==> config.mk <==
export PLATFORM = sky130hd
export DESIGN_NAME = branch_predict_ctrl
export DESIGN_NICKNAME = d
export VERILOG_FILES = /design/src/rtl/branch_predict_ctrl.sv
export SDC_FILE = /design/constraint.sdc
export NUM_CORES = 1
export LEC_CHECK = 0
export CAP_MARGIN = 0
export CORE_MARGIN = 2
export CORE_UTILIZATION = 46
export CTS_CLUSTER_SIZE = 14
export DETAILED_ROUTE_END_ITERATION = 16
export PLACE_DENSITY = 0.92
export SKIP_CTS_REPAIR_TIMING = 1
export SYNTH_ARGS = -nofsm -noshare
export SYNTH_HDL_FRONTEND = slang
export SYNTH_SLANG_ARGS = --single-unit
==> constraint.sdc <==
create_clock -name clk -period 3.8 [get_ports clk]
set_input_delay 0.57 -clock clk [delete_from_list [all_inputs] [get_ports clk]]
set_output_delay 0.57 -clock clk [all_outputs]
set_load 0.02 [all_outputs]
==> src/rtl/branch_predict_ctrl.sv <==
// rtl/branch_predict_ctrl.sv - BEQ direction predictor, EX resolution and mispredict flush sequencer
//
// Purpose:
//   IF stage : predicts branch direction from a table of 2-bit saturating
//              counters (BHT) indexed by pc[BHT_IDX+1:2].
//   EX stage : resolves taken = ex_zero for a live branch, trains the BHT
//              and, on a mispredict, issues a one-cycle PC redirect followed
//              by FLUSH_CYCLES cycles of IF/ID and ID/EX squash.
//
// Ports:
//   clk, reset            rising-edge clock, synchronous active-high reset
//   if_pc, if_is_branch   IF instruction address and predecode branch flag
//   predict_taken         IF prediction (combinational read of the BHT)
//   ex_valid, ex_branch   EX holds a live instruction / it is a branch
//   ex_zero               ALU zero flag (branch outcome)
//   ex_pred_taken         prediction carried down the pipe with the branch
//   ex_pc, ex_target,
//   ex_pc_plus4           EX PC, taken target, fall-through address
//   pc_select             one-cycle redirect strobe to the PC mux
//   redirect_pc           corrected PC, held between redirects
//   flush_if_id,
//   flush_id_ex           pipeline register squash
//   busy                  sequencer is in its flush window
//   mispredict_cnt        saturating mispredict statistic

module branch_predict_ctrl #(
    parameter int XLEN         = 32,
    parameter int BHT_IDX      = 4,
    parameter int FLUSH_CYCLES = 2,
    parameter int CNT_W        = 16
) (
    input  logic             clk,
    input  logic             reset,
    input  logic [XLEN-1:0]  if_pc,
    input  logic             if_is_branch,
    output logic             predict_taken,
    input  logic             ex_valid,
    input  logic             ex_branch,
    input  logic             ex_zero,
    input  logic             ex_pred_taken,
    input  logic [XLEN-1:0]  ex_pc,
    input  logic [XLEN-1:0]  ex_target,
    input  logic [XLEN-1:0]  ex_pc_plus4,
    output logic             pc_select,
    output logic [XLEN-1:0]  redirect_pc,
    output logic             flush_if_id,
    output logic             flush_id_ex,
    output logic             busy,
    output logic [CNT_W-1:0] mispredict_cnt
);

    localparam int BHT_N = 1 << BHT_IDX;
    localparam int FC_W  = (FLUSH_CYCLES < 2) ? 1 : $clog2(FLUSH_CYCLES + 1);

    localparam logic [FC_W-1:0]  FC_LOAD = FC_W'(FLUSH_CYCLES);
    localparam logic [FC_W-1:0]  FC_ONE  = FC_W'(1);
    localparam logic [CNT_W-1:0] CNT_ONE = CNT_W'(1);
    localparam logic [CNT_W-1:0] CNT_MAX = {CNT_W{1'b1}};

    typedef enum logic {
        IDLE  = 1'b0,
        FLUSH = 1'b1
    } state_t;

    state_t          state;
    state_t          state_next;
    logic [FC_W-1:0] flush_cnt;
    logic [FC_W-1:0] flush_cnt_next;

    logic [1:0] bht [BHT_N];

    logic [BHT_IDX-1:0] if_idx;
    logic [BHT_IDX-1:0] ex_idx;

    logic resolve;
    logic mispredict;

    assign if_idx = if_pc[BHT_IDX+1:2];
    assign ex_idx = ex_pc[BHT_IDX+1:2];

    // Only the index field of the PCs selects a counter; the rest is
    // deliberately ignored (aliasing between branches is accepted).
    logic unused_pc_bits;
    assign unused_pc_bits = ^{if_pc[XLEN-1:BHT_IDX+2], if_pc[1:0],
                              ex_pc[XLEN-1:BHT_IDX+2], ex_pc[1:0]};

    // Read returns the registered entry, so an update landing at the end of
    // this cycle is only visible from the next cycle on.
    assign predict_taken = if_is_branch & bht[if_idx][1];

    // ---------------------------------------------------------------
    // Sequencer: next state and flush outputs
    // ---------------------------------------------------------------
    always_comb begin
        state_next     = state;
        flush_cnt_next = flush_cnt;
        resolve        = 1'b0;
        mispredict     = 1'b0;
        busy           = 1'b0;
        flush_if_id    = 1'b0;
        flush_id_ex    = 1'b0;

        case (state)
            IDLE: begin
                resolve    = ex_valid & ex_branch;
                mispredict = resolve & (ex_zero ^ ex_pred_taken);
                if (mispredict) begin
                    state_next     = FLUSH;
                    flush_cnt_next = FC_LOAD;
                end
            end
            FLUSH: begin
                // EX contents are wrong-path while flushing: never resolved.
                busy           = 1'b1;
                flush_if_id    = 1'b1;
                flush_id_ex    = 1'b1;
                flush_cnt_next = flush_cnt - FC_ONE;
                if (flush_cnt == FC_ONE) begin
                    state_next = IDLE;
                end
            end
            default: begin
                state_next     = IDLE;
                flush_cnt_next = '0;
            end
        endcase
    end

    always_ff @(posedge clk) begin
        if (reset) begin
            state     <= IDLE;
            flush_cnt <= '0;
        end else begin
            state     <= state_next;
            flush_cnt <= flush_cnt_next;
        end
    end

    // ---------------------------------------------------------------
    // Branch history table training
    // ---------------------------------------------------------------
    always_ff @(posedge clk) begin
        if (reset) begin
            for (int i = 0; i < BHT_N; i++) begin
                bht[i] <= 2'b01;
            end
        end else if (resolve) begin
            if (ex_zero) begin
                if (bht[ex_idx] != 2'b11) begin
                    bht[ex_idx] <= bht[ex_idx] + 2'b01;
                end
            end else begin
                if (bht[ex_idx] != 2'b00) begin
                    bht[ex_idx] <= bht[ex_idx] - 2'b01;
                end
            end
        end
    end

    // ---------------------------------------------------------------
    // Redirect strobe, corrected PC and statistics
    // ---------------------------------------------------------------
    always_ff @(posedge clk) begin
        if (reset) begin
            pc_select      <= 1'b0;
            redirect_pc    <= '0;
            mispredict_cnt <= '0;
        end else begin
            pc_select <= mispredict;
            if (mispredict) begin
                redirect_pc <= ex_zero ? ex_target : ex_pc_plus4;
                if (mispredict_cnt != CNT_MAX) begin
                    mispredict_cnt <= mispredict_cnt + CNT_ONE;
                end
            end
        end
    end

endmodule

==> parameters.txt, run 1 <==
Parameter                              Value

Run status
  Status    finished clean

STA
  Final worst path period need    3.48 ns
  Tightest Pin Transition    0.988 ns
  Final worst clock skew    0.00751 ns
  Fmax    288 MHz
  Count of endpoints failing hold in the final timing report    0
  Normalized max-slew margin    33.7%
  Number of endpoints failing setup at the final stage    0
  RSZ-0062 raised after global routing    false
  Share of the clock period used by the worst path    91.5%
  Number of pins with negative max-slew slack in the final report    0
  Setup TNS    0 ns

Worst setup path
  Number of cells traversed by the worst register-to-register path    5
  Category of the worst setup path launch point    input port
  Crit end category    primary output
  Critical path data arrival time    2.91 ns
  Worst Setup Path Type    input port to primary output
  Required @ worst endpoint    3.23 ns
  Maximum fanout along the worst path    4

Synthesis
  Syn_nets    556
  Post-synthesis cell area    4230 µm²
  Number of storage elements in the synthesis netlist    84
  Number of warnings issued by yosys    0
  Share of async-settable or async-resettable flops after synthesis    0%
  Number of distinct library cells after synthesis    43
  EDFF count, synth    32
  Main flop type after synthesis    dfxtp_1
  Syn_area_per_cell    10.1 µm²
  Sequential-to-total area share from yosys stat    47.3%
  Synth Instances    419

Pwr
  Leakage power total    0.00202 µW
  Power density over the cells    351 nW/µm²
  Max VDD drop    0.000217 V

Hold path
  Class of the most critical hold timing path    flop to flop
  Count of cells along the worst hold path    2

Routing
  Drt pass-1 iters    5
  Iter 0 DRT Violations    142
  DR vias/cell    5.70
  Drt total wl    10,600 µm
  Count of nets left with antenna violations after detail routing    0
  Drc violations    0
  DR vias    3,716
  Routed length per instance    16.2 µm

Floorplanning
  Die W    99.9 µm
  Overall die height    99.9 µm
  Total Die Area    9980 µm²
  Effective utilization at floorplan    48.0%
  Number of placement rows    34
  Top-level I/O count    188
  Std-Cell Core Area    8810 µm²

Layout
  Non-filler cells, final    652
  Net total in the final layout    676
  Share of the core filled with cells    66.1%
  Leading cell types in the layout, fill and taps excluded    clkdlybuf4s50_1 (129), nor2_1 (67), dfxtp_1 (52)
  Growth of design area from synthesis to finish    37.7%
  Layout cells sized above 1    7.72%
  ANT cells    0
  Most frequent standard cell in the layout excluding fill and tap cells    clkdlybuf4s50_1

Global route
  Antenna violations before repair    0
  Leftover overflow at the end of global routing    0
  Maximum number of pins on one net before global-route repair    54
  Number of global-route vias before repair    3,619
  Wire length of the first global-routing pass    16,800 µm
  GRT Resource Usage Total    21.2%

Clock tree
  Clock insertion delay at the later pin of the skew report    0.34 ns
  Clock slew at the register clock pins of the worst setup and hold paths    0.08 ns
  Clock sink total    84
  Clk root buf    clkbuf_8
  Number of buffers on the longest clock path    2
  Number of clock buffers inserted by TritonCTS    9
  Deepest level of the CTS H-tree    3
  CTS tree    done

Run
  Number of maximum-capacitance violations    0

Placed design
  Final RePlAce weighted congestion    0.890
  HPWL after detailed placement    7890 µm
  Number of placed cells counting well taps    636
  Port Buffers    131
[cells in the mapped netlist (8+ instances only)]
cell type | instances | share of area [%]
mux4_2 | 13 | 6.9
nand2_1 | 28 | 2.5
a211oi_1 | 37 | 6.6
xnor2_1 | 12 | 2.5
a21o_1 | 8 | 1.4
o21bai_1 | 9 | 1.6
nor3_1 | 13 | 1.5
edfxtp_1 | 32 | 23
nand3_1 | 16 | 1.9
clkbuf_1 | 23 | 2.0
mux2i_1 | 37 | 8.8
dfxtp_1 | 52 | 25
nor2_1 | 67 | 5.9
[metal layers]
metal / global-route usage (%) / part of all wire, % / vias to the layer above
li1: - / - / 1776
met5: 0 / 0 / -
met1: 25.1 / 38 / 1736
met4: 10.4 / 3.1 / 0
met2: 36.0 / 51 / 172
met3: 5.29 / 8.2 / 32
[registers in the layout, summed over array words and instances (netlist names)]
signal / flops
bht: 32
redirect_pc: 32
mispredict_cnt: 16
flush_cnt: 2
pc_select: 1
state: 1
[final timing paths]
path / from / endpoint / slack, ns
worst max-delay path: if_pc[2] / predict_taken / 0.32
worst min-delay path: redirect_pc[26]$_SDFFE_PP0P_ / redirect_pc[26]$_SDFFE_PP0P_ / 0.50
worst max register to register: bht[15][1]$_SDFFCE_PN0P_ / bht[4][0]$_SDFFCE_PN1P_ / 1.43
worst min register to register: redirect_pc[26]$_SDFFE_PP0P_ / redirect_pc[26]$_SDFFE_PP0P_ / 0.50
[cell families (layout without fill, tap and decap cells)]
family          count (synthesis)  count (layout)  synth area share (%)
simple gates                  158             158                  17.2
mux                            51              51                  15.9
xor+xnor                       14              14                  2.90
buf+inv                        36             161                  3.43
fa+ha+maj                       2               2                 0.592
compound gates                 74              74                  12.6
flops                          84              84                  47.3
[final cells by class]
| class | instances | area (µm²) |
|---|---|---|
| Fill cell | 662 | 2980 |
| Timing Repair Buffer | 139 | 1360 |
| Inverter | 6 | 22.5 |
| Multi-Input combinational cell | 299 | 2090 |
| Clock inverter | 6 | 87.6 |
| Tap cell | 108 | 135 |
| Clock buffer | 10 | 128 |
| Sequential cell | 84 | 2000 |
[power breakdown]
part	internal (µW)	total [µW]	switching, µW
logic	189	360	171
clock network	371	696	325
registers	965	985	20.3
[critical path, stage by stage]
cell and delay (ns):
clkdlybuf4s50_1 0.63, mux4_2 0.55, mux4_2 0.46, and2_1 0.16, clkdlybuf4s50_1 0.53
[metrics by stage]
stage | total power [µW] | setup WS, ns | instance area [µm²] | hold slack [ns]
2_1_floorplan | 1190 | 1.24 | 4230 | 0.456
3_3_place_gp | 1350 | 0.327 | 5610 | 0.469
3_5_place_dp | 1370 | 0.309 | 5610 | 0.490
4_1_cts | 2050 | 0.304 | 5820 | 0.502
5_1_grt | 2130 | 0.245 | 5820 | 0.524
6_report | 2040 | 0.323 | 5820 | 0.502
Power figures use the tool's default switching activity.
==> run 2: changes to the inputs <==
--- a/config.mk
+++ b/config.mk
@@ -5,6 +5,7 @@
 export SDC_FILE = /design/constraint.sdc
 export NUM_CORES = 1
 export LEC_CHECK = 0
+export ABC_AREA = 0
 export CAP_MARGIN = 0
 export CORE_MARGIN = 2
 export CORE_UTILIZATION = 46
==> results of run 2 <==
Final layout, timing and power as in run 1 (identical DEF).
==> run 3: changes to the inputs <==
--- a/config.mk
+++ b/config.mk
@@ -6,7 +6,6 @@
 export NUM_CORES = 1
 export LEC_CHECK = 0
 export ABC_AREA = 0
-export CAP_MARGIN = 0
 export CORE_MARGIN = 2
 export CORE_UTILIZATION = 46
 export CTS_CLUSTER_SIZE = 14
==> results of run 3 <==
Final layout, timing and power as in run 1 (identical DEF).
